<file path="src/rtl/uart_fx_framer_if.sv">
// Bundles the UART RX, effect, TX and status signals of the frame-aware
// effect router into one port. The slave modport is the framer side.
// The master modport is the surrounding system.
interface uart_fx_framer_if #(
  parameter int DATA_W     = 8,
  parameter int NUM_FX     = 4,
  parameter int FIFO_DEPTH = 16
);
  localparam int LVL_W = $clog2(FIFO_DEPTH) + 1;

  logic                     i_rx_dv;
  logic [DATA_W-1:0]        i_rx_byte;
  logic                     o_fx_dv;
  logic [DATA_W-1:0]        o_fx_sample;
  logic [NUM_FX*DATA_W-1:0] i_fx_bus;
  logic                     o_tx_dv;
  logic [DATA_W-1:0]        o_tx_byte;
  logic                     i_tx_active;
  logic                     i_tx_done;
  logic                     o_frame_active;
  logic [LVL_W-1:0]         o_fifo_level;
  logic [15:0]              o_overflow_cnt;
  logic                     o_abort;

  modport slave (
    input  i_rx_dv, i_rx_byte, i_fx_bus, i_tx_active, i_tx_done,
    output o_fx_dv, o_fx_sample, o_tx_dv, o_tx_byte,
           o_frame_active, o_fifo_level, o_overflow_cnt, o_abort
  );

  modport master (
    output i_rx_dv, i_rx_byte, i_fx_bus, i_tx_active, i_tx_done,
    input  o_fx_dv, o_fx_sample, o_tx_dv, o_tx_byte,
           o_frame_active, o_fifo_level, o_overflow_cnt, o_abort
  );
endinterface

</file>
<file path="src/rtl/uart_fx_framer.sv">
// Frame-aware effect router. It parses HEADER/MODE/LEN/data frames from the
// UART receiver and runs each data byte through the selected effect (or
// bypasses it). Results are queued in a FIFO that drains into the UART
// transmitter one byte per completed transmission.
module uart_fx_framer #(
  parameter int               DATA_W      = 8,
  parameter int               NUM_FX      = 4,
  parameter int               FX_LAT      = 0,
  parameter int               FIFO_DEPTH  = 16,
  parameter logic [DATA_W-1:0] HEADER_BYTE = 8'hAA,
  parameter int               TIMEOUT_CYC = 50_000
) (
  input logic              i_clk,
  input logic              i_rst_n,
  uart_fx_framer_if.slave  bus
);

  localparam int PTR_W = (FIFO_DEPTH > 1) ? $clog2(FIFO_DEPTH) : 1;
  localparam int LVL_W = $clog2(FIFO_DEPTH) + 1;
  localparam int CNT_W = $clog2(TIMEOUT_CYC + 1);
  localparam int SEL_W = (NUM_FX > 1) ? $clog2(NUM_FX) : 1;
  localparam logic [LVL_W-1:0] FULL_LVL = LVL_W'(FIFO_DEPTH);
  localparam logic [CNT_W-1:0] IDLE_MAX = CNT_W'(TIMEOUT_CYC - 1);

  typedef enum logic [1:0] {
    WAIT_HEADER,
    GET_MODE,
    GET_LEN,
    DATA
  } state_t;

  state_t            state;
  logic [DATA_W-1:0] mode;
  logic [DATA_W-1:0] remain;
  logic [CNT_W-1:0]  idle_cnt;
  logic              frame_active;
  logic              abort;
  logic              fx_dv;
  logic [DATA_W-1:0] fx_sample;
  logic [DATA_W-1:0] fx_mode;

  // Frame parser, inter-byte timeout and effect sample register
  always_ff @(posedge i_clk or negedge i_rst_n) begin
    if (!i_rst_n) begin
      state        <= WAIT_HEADER;
      mode         <= '0;
      remain       <= '0;
      idle_cnt     <= '0;
      frame_active <= 1'b0;
      abort        <= 1'b0;
      fx_dv        <= 1'b0;
      fx_sample    <= '0;
      fx_mode      <= '0;
    end else begin
      fx_dv <= 1'b0;
      abort <= 1'b0;
      if (bus.i_rx_dv) begin
        idle_cnt <= '0;
        unique case (state)
          WAIT_HEADER: begin
            if (bus.i_rx_byte == HEADER_BYTE) begin
              state        <= GET_MODE;
              frame_active <= 1'b1;
            end
          end
          GET_MODE: begin
            mode  <= bus.i_rx_byte;
            state <= GET_LEN;
          end
          GET_LEN: begin
            if (bus.i_rx_byte == '0) begin
              state        <= WAIT_HEADER;
              frame_active <= 1'b0;
            end else begin
              remain <= bus.i_rx_byte;
              state  <= DATA;
            end
          end
          DATA: begin
            // The mode travels with the sample so a new frame cannot
            // re-route bytes still in the effect delay line.
            fx_dv     <= 1'b1;
            fx_sample <= bus.i_rx_byte;
            fx_mode   <= mode;
            remain    <= remain - DATA_W'(1);
            if (remain == DATA_W'(1)) begin
              state        <= WAIT_HEADER;
              frame_active <= 1'b0;
            end
          end
          default: state <= WAIT_HEADER;
        endcase
      end else if (frame_active) begin
        if (idle_cnt == IDLE_MAX) begin
          idle_cnt     <= '0;
          state        <= WAIT_HEADER;
          frame_active <= 1'b0;
          abort        <= 1'b1;
        end else begin
          idle_cnt <= idle_cnt + CNT_W'(1);
        end
      end
    end
  end

  // Tap at the end of the effect delay line
  logic              tap_vld;
  logic [DATA_W-1:0] tap_byte;
  logic [DATA_W-1:0] tap_mode;

  generate
    if (FX_LAT == 0) begin : g_no_lat
      assign tap_vld  = fx_dv;
      assign tap_byte = fx_sample;
      assign tap_mode = fx_mode;
    end else begin : g_lat
      logic [FX_LAT-1:0] dl_vld;
      logic [DATA_W-1:0] dl_byte [FX_LAT];
      logic [DATA_W-1:0] dl_mode [FX_LAT];

      // Delay the valid, bypass byte and mode to match effect latency
      always_ff @(posedge i_clk or negedge i_rst_n) begin
        if (!i_rst_n) begin
          dl_vld <= '0;
        end else begin
          dl_vld[0]  <= fx_dv;
          dl_byte[0] <= fx_sample;
          dl_mode[0] <= fx_mode;
          for (int k = 1; k < FX_LAT; k++) begin
            dl_vld[k]  <= dl_vld[k-1];
            dl_byte[k] <= dl_byte[k-1];
            dl_mode[k] <= dl_mode[k-1];
          end
        end
      end

      assign tap_vld  = dl_vld[FX_LAT-1];
      assign tap_byte = dl_byte[FX_LAT-1];
      assign tap_mode = dl_mode[FX_LAT-1];
    end
  endgenerate

  // Unpack the effect bus into one entry per effect
  logic [DATA_W-1:0] fx_out [NUM_FX];
  genvar gi;
  generate
    for (gi = 0; gi < NUM_FX; gi++) begin : g_fx
      assign fx_out[gi] = bus.i_fx_bus[gi*DATA_W +: DATA_W];
    end
  endgenerate

  logic [SEL_W-1:0]  fx_sel;
  logic [DATA_W-1:0] push_data;
  assign fx_sel    = tap_mode[SEL_W-1:0];
  assign push_data = (tap_mode < DATA_W'(NUM_FX)) ? fx_out[fx_sel] : tap_byte;

  // Output FIFO and TX drain
  logic [DATA_W-1:0] mem [FIFO_DEPTH];
  logic [PTR_W-1:0]  wr_ptr;
  logic [PTR_W-1:0]  rd_ptr;
  logic [LVL_W-1:0]  level;
  logic [15:0]       overflow_cnt;
  logic              tx_pending;
  logic              push_ok;
  logic              pop;

  // A full FIFO drops the push even if a pop frees a slot this cycle
  assign push_ok = tap_vld && (level != FULL_LVL);
  assign pop     = (level != '0) && !bus.i_tx_active && !tx_pending;

  // FIFO storage write port
  always_ff @(posedge i_clk) begin
    if (push_ok) begin
      mem[wr_ptr] <= push_data;
    end
  end

  // Pointers, occupancy, overflow counter and transmit handshake
  always_ff @(posedge i_clk or negedge i_rst_n) begin
    if (!i_rst_n) begin
      wr_ptr       <= '0;
      rd_ptr       <= '0;
      level        <= '0;
      overflow_cnt <= '0;
      tx_pending   <= 1'b0;
    end else begin
      if (push_ok) wr_ptr <= wr_ptr + PTR_W'(1);
      if (pop)     rd_ptr <= rd_ptr + PTR_W'(1);
      unique case ({push_ok, pop})
        2'b10:   level <= level + LVL_W'(1);
        2'b01:   level <= level - LVL_W'(1);
        default: level <= level;
      endcase
      if (tap_vld && (level == FULL_LVL) && (overflow_cnt != 16'hFFFF)) begin
        overflow_cnt <= overflow_cnt + 16'd1;
      end
      if (pop) begin
        tx_pending <= 1'b1;
      end else if (bus.i_tx_done) begin
        tx_pending <= 1'b0;
      end
    end
  end

  assign bus.o_tx_dv        = pop;
  assign bus.o_tx_byte      = pop ? mem[rd_ptr] : '0;
  assign bus.o_fx_dv        = fx_dv;
  assign bus.o_fx_sample    = fx_sample;
  assign bus.o_frame_active = frame_active;
  assign bus.o_fifo_level   = level;
  assign bus.o_overflow_cnt = overflow_cnt;
  assign bus.o_abort        = abort;

endmodule

</file>
<file path="src/flat_wrapper.sv">
// flat-port wrapper written by rule: the top's interface ports become plain ports
module uart_fx_framer_flat 
#(
  parameter int               DATA_W      = 8,
  parameter int               NUM_FX      = 4,
  parameter int               FX_LAT      = 0,
  parameter int               FIFO_DEPTH  = 16,
  parameter logic [DATA_W-1:0] HEADER_BYTE = 8'hAA,
  parameter int               TIMEOUT_CYC = 50_000
)
  (i_clk, i_rst_n, bus_i_rx_dv, bus_i_rx_byte, bus_i_fx_bus, bus_i_tx_active, bus_i_tx_done, bus_o_fx_dv, bus_o_fx_sample, bus_o_tx_dv, bus_o_tx_byte, bus_o_frame_active, bus_o_fifo_level, bus_o_overflow_cnt, bus_o_abort);
  uart_fx_framer_if #(.DATA_W(DATA_W), .NUM_FX(NUM_FX), .FIFO_DEPTH(FIFO_DEPTH)) bus_i ();
  input logic i_clk;
  input logic i_rst_n;
  input wire logic [$bits(bus_i.i_rx_dv)-1:0] bus_i_rx_dv;
  input wire logic [$bits(bus_i.i_rx_byte)-1:0] bus_i_rx_byte;
  input wire logic [$bits(bus_i.i_fx_bus)-1:0] bus_i_fx_bus;
  input wire logic [$bits(bus_i.i_tx_active)-1:0] bus_i_tx_active;
  input wire logic [$bits(bus_i.i_tx_done)-1:0] bus_i_tx_done;
  output wire logic [$bits(bus_i.o_fx_dv)-1:0] bus_o_fx_dv;
  output wire logic [$bits(bus_i.o_fx_sample)-1:0] bus_o_fx_sample;
  output wire logic [$bits(bus_i.o_tx_dv)-1:0] bus_o_tx_dv;
  output wire logic [$bits(bus_i.o_tx_byte)-1:0] bus_o_tx_byte;
  output wire logic [$bits(bus_i.o_frame_active)-1:0] bus_o_frame_active;
  output wire logic [$bits(bus_i.o_fifo_level)-1:0] bus_o_fifo_level;
  output wire logic [$bits(bus_i.o_overflow_cnt)-1:0] bus_o_overflow_cnt;
  output wire logic [$bits(bus_i.o_abort)-1:0] bus_o_abort;
  assign bus_i.i_rx_dv = bus_i_rx_dv;
  assign bus_i.i_rx_byte = bus_i_rx_byte;
  assign bus_i.i_fx_bus = bus_i_fx_bus;
  assign bus_i.i_tx_active = bus_i_tx_active;
  assign bus_i.i_tx_done = bus_i_tx_done;
  assign bus_o_fx_dv = bus_i.o_fx_dv;
  assign bus_o_fx_sample = bus_i.o_fx_sample;
  assign bus_o_tx_dv = bus_i.o_tx_dv;
  assign bus_o_tx_byte = bus_i.o_tx_byte;
  assign bus_o_frame_active = bus_i.o_frame_active;
  assign bus_o_fifo_level = bus_i.o_fifo_level;
  assign bus_o_overflow_cnt = bus_i.o_overflow_cnt;
  assign bus_o_abort = bus_i.o_abort;
  uart_fx_framer #(.DATA_W(DATA_W), .NUM_FX(NUM_FX), .FX_LAT(FX_LAT), .FIFO_DEPTH(FIFO_DEPTH), .HEADER_BYTE(HEADER_BYTE), .TIMEOUT_CYC(TIMEOUT_CYC)) u_core (.i_clk(i_clk), .i_rst_n(i_rst_n), .bus(bus_i));
endmodule
</file>
<file path="config.mk">
export PLATFORM = sky130hd
export DESIGN_NAME = uart_fx_framer_flat
export DESIGN_NICKNAME = d
export VERILOG_FILES = /design/src/rtl/uart_fx_framer_if.sv /design/src/rtl/uart_fx_framer.sv /design/src/flat_wrapper.sv
export SDC_FILE = /design/constraint.sdc
export NUM_CORES = 1
export LEC_CHECK = 0
export CAP_MARGIN = 20
export CORE_ASPECT_RATIO = 0.6
export CORE_MARGIN = 3
export CORE_UTILIZATION = 40
export CTS_CLUSTER_SIZE = 16
export DETAILED_ROUTE_END_ITERATION = 8
export PLACE_DENSITY = 0.61
export SETUP_SLACK_MARGIN = 0.2
export SYNTH_ARGS = -nofsm -noshare
export SYNTH_HDL_FRONTEND = slang
export SYNTH_SLANG_ARGS = --single-unit
</file>
<file path="constraint.sdc">
create_clock -name i_clk -period 3.7 [get_ports i_clk]
set_clock_uncertainty 0.2 [all_clocks]
set_input_delay 0.555 -clock i_clk [delete_from_list [all_inputs] [get_ports i_clk]]
set_output_delay 0.555 -clock i_clk [all_outputs]
set_load 0.01 [all_outputs]
</file>
==> results.yml <==
placement:
  place_ws_ps: 146
  numPlacedInstances: 1051
  routabilityCongestion: 0.817
  hpwl_um: 15400
  quantity_of_i_o_buffers_inserted_on_ports: 85
floorplan:
  start_util_pct: 41.1
  floorplan.rows: 43
  fp.dieW_um: 206
  die_h_um: 126
  floorplan.die_area_um2: 25900
  num_io_pins: 86
  core-area_um2: 23300
synthesis:
  synth_seq_cells: 211
  synth_largest_type_area_fraction_pct: 40.1
  synth.top_cells.by_area: "edfxtp_1, dfrtp_1, mux4_2"
  synth_edf_count: 128
  synth_area_um2: 9580
  synth_top_cells_by_count: "edfxtp_1, dfrtp_1, mux4_2"
  yosysTopAreaCell: "edfxtp_1"
  ys_async_sr_fraction_pct: 39.3
  yosys.cell_count.top_type: "edfxtp_1"
  synth_cells: 664
  synth_fp_nets: 722
  yosys.cell_types.count: 70
  ys_warn_count: 0
  seq_area_frac_synth_pct: 61.8
  average_footprint_of_a_synthesized_cell_um2: 14.4
  synth_ff_type: "edfxtp_1"
clock_tree:
  cts_made_buffers: 21
  h-tree-depth: 1
  clock-root-buffer: "clkbuf_16"
  clkLatencyLatePin_ps: 500
  cts_max_path_buffers: 3
  clock_sinks: 211
  worst_setup_hold_path_clk_slew_ps: 60
  tritoncts: "done"
run_status:
  status: "finished clean"
setup_path:
  type_of_origin_of_the_critical_path: "flip-flop"
  cp_data_arrival_time_ps: 2620
  endpoint_kind: "output port"
  timing.critical_path.required_ps: 2940
  worstPathMaxFanout: 35
  worst_setup_path_category: "flip-flop to output port"
routing:
  detailedRoute.firstPassIterationCount: 5
  detailroute.via_count: 6133
  via_per_inst: 5.62
  postRouteAntennaNets: 0
  route.detailed.drc: 0
  routedWlPerCell_um: 20.3
  route.final.wire_length_um: 22200
  detail_route.iter0.violations: 472
timing:
  timing.final.crit_period_ps: 3380
  hold_viol: 0
  timing.fmax_mhz: 296
  grt_setup_unrepaired: "no"
  setup-violations-final: 0
  setup-tns-final_ps: 0
  worstMarginPinSlew_ps: 939
  timing.final.max_slew_violations: 0
  maxSlewHeadroom_pct: 37.2
  post-route-period-util_pct: 91.3
  postLayoutSetupSlackWorst_ps: 321
grt:
  antenna_found_initial: 0
  grt_usage_pct: 17.5
  grt_start_max_net_pins: 51
  grt_overflow_total: 0
  grt_first_pass_wirelength_um: 35700
  number_of_global_route_vias_before_repair: 6228
pwr:
  p_total_mw: 8.19
  peakVddDrop_v: 0.000351
  power_density_over_the_cells_nw_per_um2: 711
  total_leakage_power_nw: 4.15
layout:
  layout.cells.non_filler: 1092
  post_route_cells_drive_above_1_share_pct: 19.7
  syn_to_final_growth_pct: 20.3
  finish.utilization_pct: 49.5
  num-nets-final: 819
job:
  maxCapViolCount: 0
hold_path:
  hp-class: "flip-flop to flip-flop"
[worst paths after layout]
kind                                                           startpoint                                   endpoint  slack (ps)  depth (start not counted)
worst min register to register  u_core.bus.o_overflow_cnt[13]$_DFFE_PN0P_  u_core.bus.o_overflow_cnt[13]$_DFFE_PN0P_         300                          1
worst max register to register     u_core.bus.o_fifo_level[1]$_DFFE_PN0P_     u_core.bus.o_fifo_level[4]$_DFFE_PN0P_         450                         10
min in group asynchronous                                         i_rst_n               u_core.remain[3]$_DFFE_PN0P_         430                          2
worst max-delay path                         u_core.rd_ptr[0]$_DFFE_PN0P_                           bus_o_tx_byte[1]         320                          5
worst min-delay path            u_core.bus.o_overflow_cnt[13]$_DFFE_PN0P_  u_core.bus.o_overflow_cnt[13]$_DFFE_PN0P_         300                          1
max in group asynchronous                                         i_rst_n               u_core.rd_ptr[0]$_DFFE_PN0P_        2110                          3
[final cells by class]
cell class / count / area [um2]
antenna: 1 / 2.50
clock buffer: 25 / 551
clock inverter: 13 / 104
fill: 1968 / 11800
inverter: 22 / 82.6
multi-input combinational: 398 / 3440
sequential: 211 / 5920
tap: 315 / 394
timing repair buffer: 107 / 1030
[per-stage QoR]
| step | instance area, um2 | hold WS [ps] |
|---|---|---|
| CTS | 11500 | 306 |
| floorplan | 9580 | 59.4 |
| global placement | 10800 | 282 |
| global route | 11500 | 321 |
| detailed placement | 10800 | 292 |
| finish | 11500 | 303 |
[worst max-delay path, cell delays in order (launching register included)]
cell and delay [ps]:
dfrtp_2 370, buf_12 260, mux4_2 560, o22ai_1 280, nor3_1 90, clkdlybuf4s50_1 510
[sequential cells by signal (all words and copies together), names as in the netlist, 5 cells and up]
name                       cells
u_core.remain                  8
u_core.bus.o_fifo_level        5
u_core.bus.o_overflow_cnt     16
u_core.bus.o_fx_sample         8
u_core.idle_cnt               16
u_core.mode                    8
u_core.mem                   128
u_core.fx_mode                 8
[layout by cell type, fill, tap and decap left out, types with 7 or more instances in the layout]
cell	netlist	routed
edfxtp_1	128	128
clkdlybuf4s50_1	0	84
dfrtp_1	83	82
mux4_2	40	40
nand2_1	35	35
mux2_2	33	33
nor2_1	29	29
nor3_1	24	24
inv_1	21	21
clkbuf_16	0	21
buf_4	1	21
nand3_1	19	19
xor2_1	18	18
o22ai_1	17	17
nor4_1	15	15
o21ai_0	15	15
nand4_1	13	13
a21oi_1	13	13
ha_1	13	12
xnor2_1	11	11
nand2b_1	8	8
clkinv_2	0	7
[cell families after synthesis]
logic type,synth area share (%)
muxes,13.5
AOI/OAI and AO/OA,6.07
adders and majority gates,1.70
xor gates and xnor gates,2.65
DFF,61.8
buffers and inverters,2.31
and+or+nand+nor,12.0
[where the power goes]
part	switching (mW)	internal [mW]	leakage, nW
logic	1.34	1.25	1.62
clock network	0.897	1.14	0.324
registers	0.448	3.11	2.21
[layer usage]
metal	vias up	GRT usage [%]	share of wire, %
li1	2787	-	-
met1	3124	27.2	49
met2	198	25.7	44
met3	24	3.54	6.0
met4	0	3.31	1.6
met5	-	0	0
[what timing repair did]
action | 4_1_cts | 5_1_grt
endpoints found under the setup margin | 1 | 1
setup buffers | 1 | 0
endpoints found under the hold margin | 48 | 0
hold buffers | 1 | 0
resized for setup | 0 | 1
pin swaps | 1 | 0
(Power assumes the default switching activity.)
==> variant: new RTL, same settings <==
`FIFO_DEPTH` is set to 16 in 3 places; all go to 8.
--- a/src/rtl/uart_fx_framer_if.sv
+++ b/src/rtl/uart_fx_framer_if.sv
@@ -4,7 +4,7 @@
 interface uart_fx_framer_if #(
   parameter int DATA_W     = 8,
   parameter int NUM_FX     = 4,
-  parameter int FIFO_DEPTH = 16
+  parameter int FIFO_DEPTH = 8
 );
   localparam int LVL_W = $clog2(FIFO_DEPTH) + 1;
 
--- a/src/rtl/uart_fx_framer.sv
+++ b/src/rtl/uart_fx_framer.sv
@@ -6,7 +6,7 @@
   parameter int               DATA_W      = 8,
   parameter int               NUM_FX      = 4,
   parameter int               FX_LAT      = 0,
-  parameter int               FIFO_DEPTH  = 16,
+  parameter int               FIFO_DEPTH  = 8,
   parameter logic [DATA_W-1:0] HEADER_BYTE = 8'hAA,
   parameter int               TIMEOUT_CYC = 50_000
 ) (
--- a/src/flat_wrapper.sv
+++ b/src/flat_wrapper.sv
@@ -4,7 +4,7 @@
   parameter int               DATA_W      = 8,
   parameter int               NUM_FX      = 4,
   parameter int               FX_LAT      = 0,
-  parameter int               FIFO_DEPTH  = 16,
+  parameter int               FIFO_DEPTH  = 8,
   parameter logic [DATA_W-1:0] HEADER_BYTE = 8'hAA,
   parameter int               TIMEOUT_CYC = 50_000
 )
Interface: changed (resized bus_o_fifo_level); port bits go from 86 to 85. The function was not compared with the original's and may differ.
==> variant against the unedited design <==
Non-clock buffer count is 10 lower; sequential cell count decreased by 67; maximum frequency is 5.4% higher; worst setup slack improved by 0.17 ns; total power fell by 25%; final area shrank 25%; register-to-register slack better by 0.31 ns; wire length shrank 26%; sequential power decreased by 27%; hold slack better by 0.0087 ns; synthesized area down 28%; critical endpoint is now bus_o_tx_byte[7]; highest routed layer unchanged.
==> variant: results (changes against the unedited design) <==
stage,metric,value,unit,change
status,outcome,finished clean,,
setup_path,worst_r2r_endpoint,u_core.bus.o_fifo_level[2],,
setup_path,cpMaxStageDelayCell,dfrtp_1,,
pwr,total_switching_power,2.01,mW,-25%
synth,synth_adder_area_share,1.63,%,-0.070 points
synth,synth_ff_type,dfrtp_1,,
synth,synth_xor_xnor_area_share,2.79,%,+0.13 points
global_route,pin_count_of_the_biggest_net_entering_global_routing,81,,+59%
route,route.detailed.vias_per_inst,5.67,,+0.98%
min_path,startpoint_of_the_tightest_hold_check_path,u_core.fx_mode[6],,
global_route,wire_length_of_the_first_global_routing_pass,26.6,mm,-25%
placed_design,port_buffers,84,,-1.2%
sta,slew_headroom,38.3,%,+1.1 points
global_route,vias_in_the_first_global_route,4889,,-21%
setup_path,critical_register_to_register_path_startpoint,u_core.bus.o_fifo_level[2],,
synth,number_of_enable_type_register_cells_in_the_synthesized_netlist,64,,-50%
pwr,ir_worst_vdd,0.360,mV,+2.4%
clocking,cts_setup_buffers,0,,-1
setup_path,cp_data_arrival_time,2.45,ns,-0.17 ns
setup_path,path_max_fanout,17,,-51%
min_path,min_delay_worst_endpoint,u_core.fx_mode[6],,
clocking,clockBufferDepth,2,,-1
pwr,power.leakage,3.32,nW,-20%
clocking,cts_made_buffers,17,,-19%
route,totalWireLength,16.4,mm,-26%
synth,yosys-mux-area-fraction,15.3,%,+1.8 points
synth,postSynth.asyncResetShare,55.6,%,+16 points
setup_path,setup.worst_path.start,u_core.rd_ptr[1],,
synth,synth_common_cells,"80 x dfrtp_1, 64 x edfxtp_1, 37 x mux2_2, 36 x nand2_1, 31 x nor2_1",,
setup_path,last_element_of_the_critical_path,bus_o_tx_byte[7],,
cells_and_area,post_route_cells_drive_above_1_share,19.0,%,-0.76 points
global_route,gr-usage-all-layers,18.1,%,+0.61 points
clocking,clk_latency_worst_skew_pair,0.41,ns,-0.09 ns
cells_and_area,antennaDiodeCount,0,,-1
synth,yosysSeqAreaShare,56.7,%,-5.1 points
synth,compound_gate_portion_of_the_synthesized_area,7.80,%,+1.7 points
synth,mappedNetlistNets,581,,-20%
placed_design,total_half_perimeter_wirelength_after_legalization_and_detailed_placement,11.5,mm,-25%
route,drt_first_iter_violations,539,,+14%
clocking,cts-htree-levels,4,,+3
synth,synth_area_leaders,"dfrtp_1 29%, edfxtp_1 28%, mux4_2 7.8%, mux2_2 6.0%, nand2_1 2.0%",,
setup_path,critPathMaxStageDelay,0.87,ns,+0.31 ns
-- variant: power by group through the flow --
stage	Sequential, mW	Clock (mW)	Combinational [mW]
3_5_place_dp	2.61	0	1.84
4_1_cts	2.59	1.79	1.84
6_report	2.59	1.75	1.82
2_1_floorplan	2.39	0	1.33
3_3_place_gp	2.59	0	1.78
5_1_grt	2.65	1.87	2.02
-- variant: through the flow --
step           instance area, um^2  util, %  setup slack (ns)  std cells  total power [mW]
3_5_place_dp                  8040     48.5             0.512        827              4.45
4_1_cts                       8640     52.1             0.461        859              6.23
2_1_floorplan                 6920        -              1.03        527              3.72
6_report                      8680     52.4             0.494        861              6.17
5_1_grt                       8680     52.4             0.361        861              6.54
3_3_place_gp                  8040     48.5             0.558        827              4.37
-- variant: area by class of cell --
class | instances | area, um^2
fillers | 1432 | 7900
flip-flops and latches | 144 | 3920
multi-input cells | 347 | 2860
repair buffers | 97 | 958
clock buffers | 18 | 439
well taps | 228 | 285
clock inverters | 14 | 169
inverters | 13 | 48.8
-- variant: routing by layer --
layer	vias up	track usage [%]	wire, um
met3	10	3.63	1050
met2	149	26.1	7190
li1	2224	-	-
met4	0	4.80	114
met1	2500	27.7	8000
met5	-	0	0
-- variant: logic make-up after synthesis --
family | after synthesis
simple gates | 168
flops | 144
compound gates | 77
mux | 71
buf+inv | 36
xor+xnor | 22
fa+ha+maj | 9
-- variant: worst max-delay path: cells and delay by family, from the launching register on --
| family | cells | cell delay, ns |
|---|---|---|
| DFF | 1 | 0.87 |
| muxes | 2 | 0.60 |
| buffers and inverters | 1 | 0.50 |
| and+or+nand+nor | 1 | 0.06 |
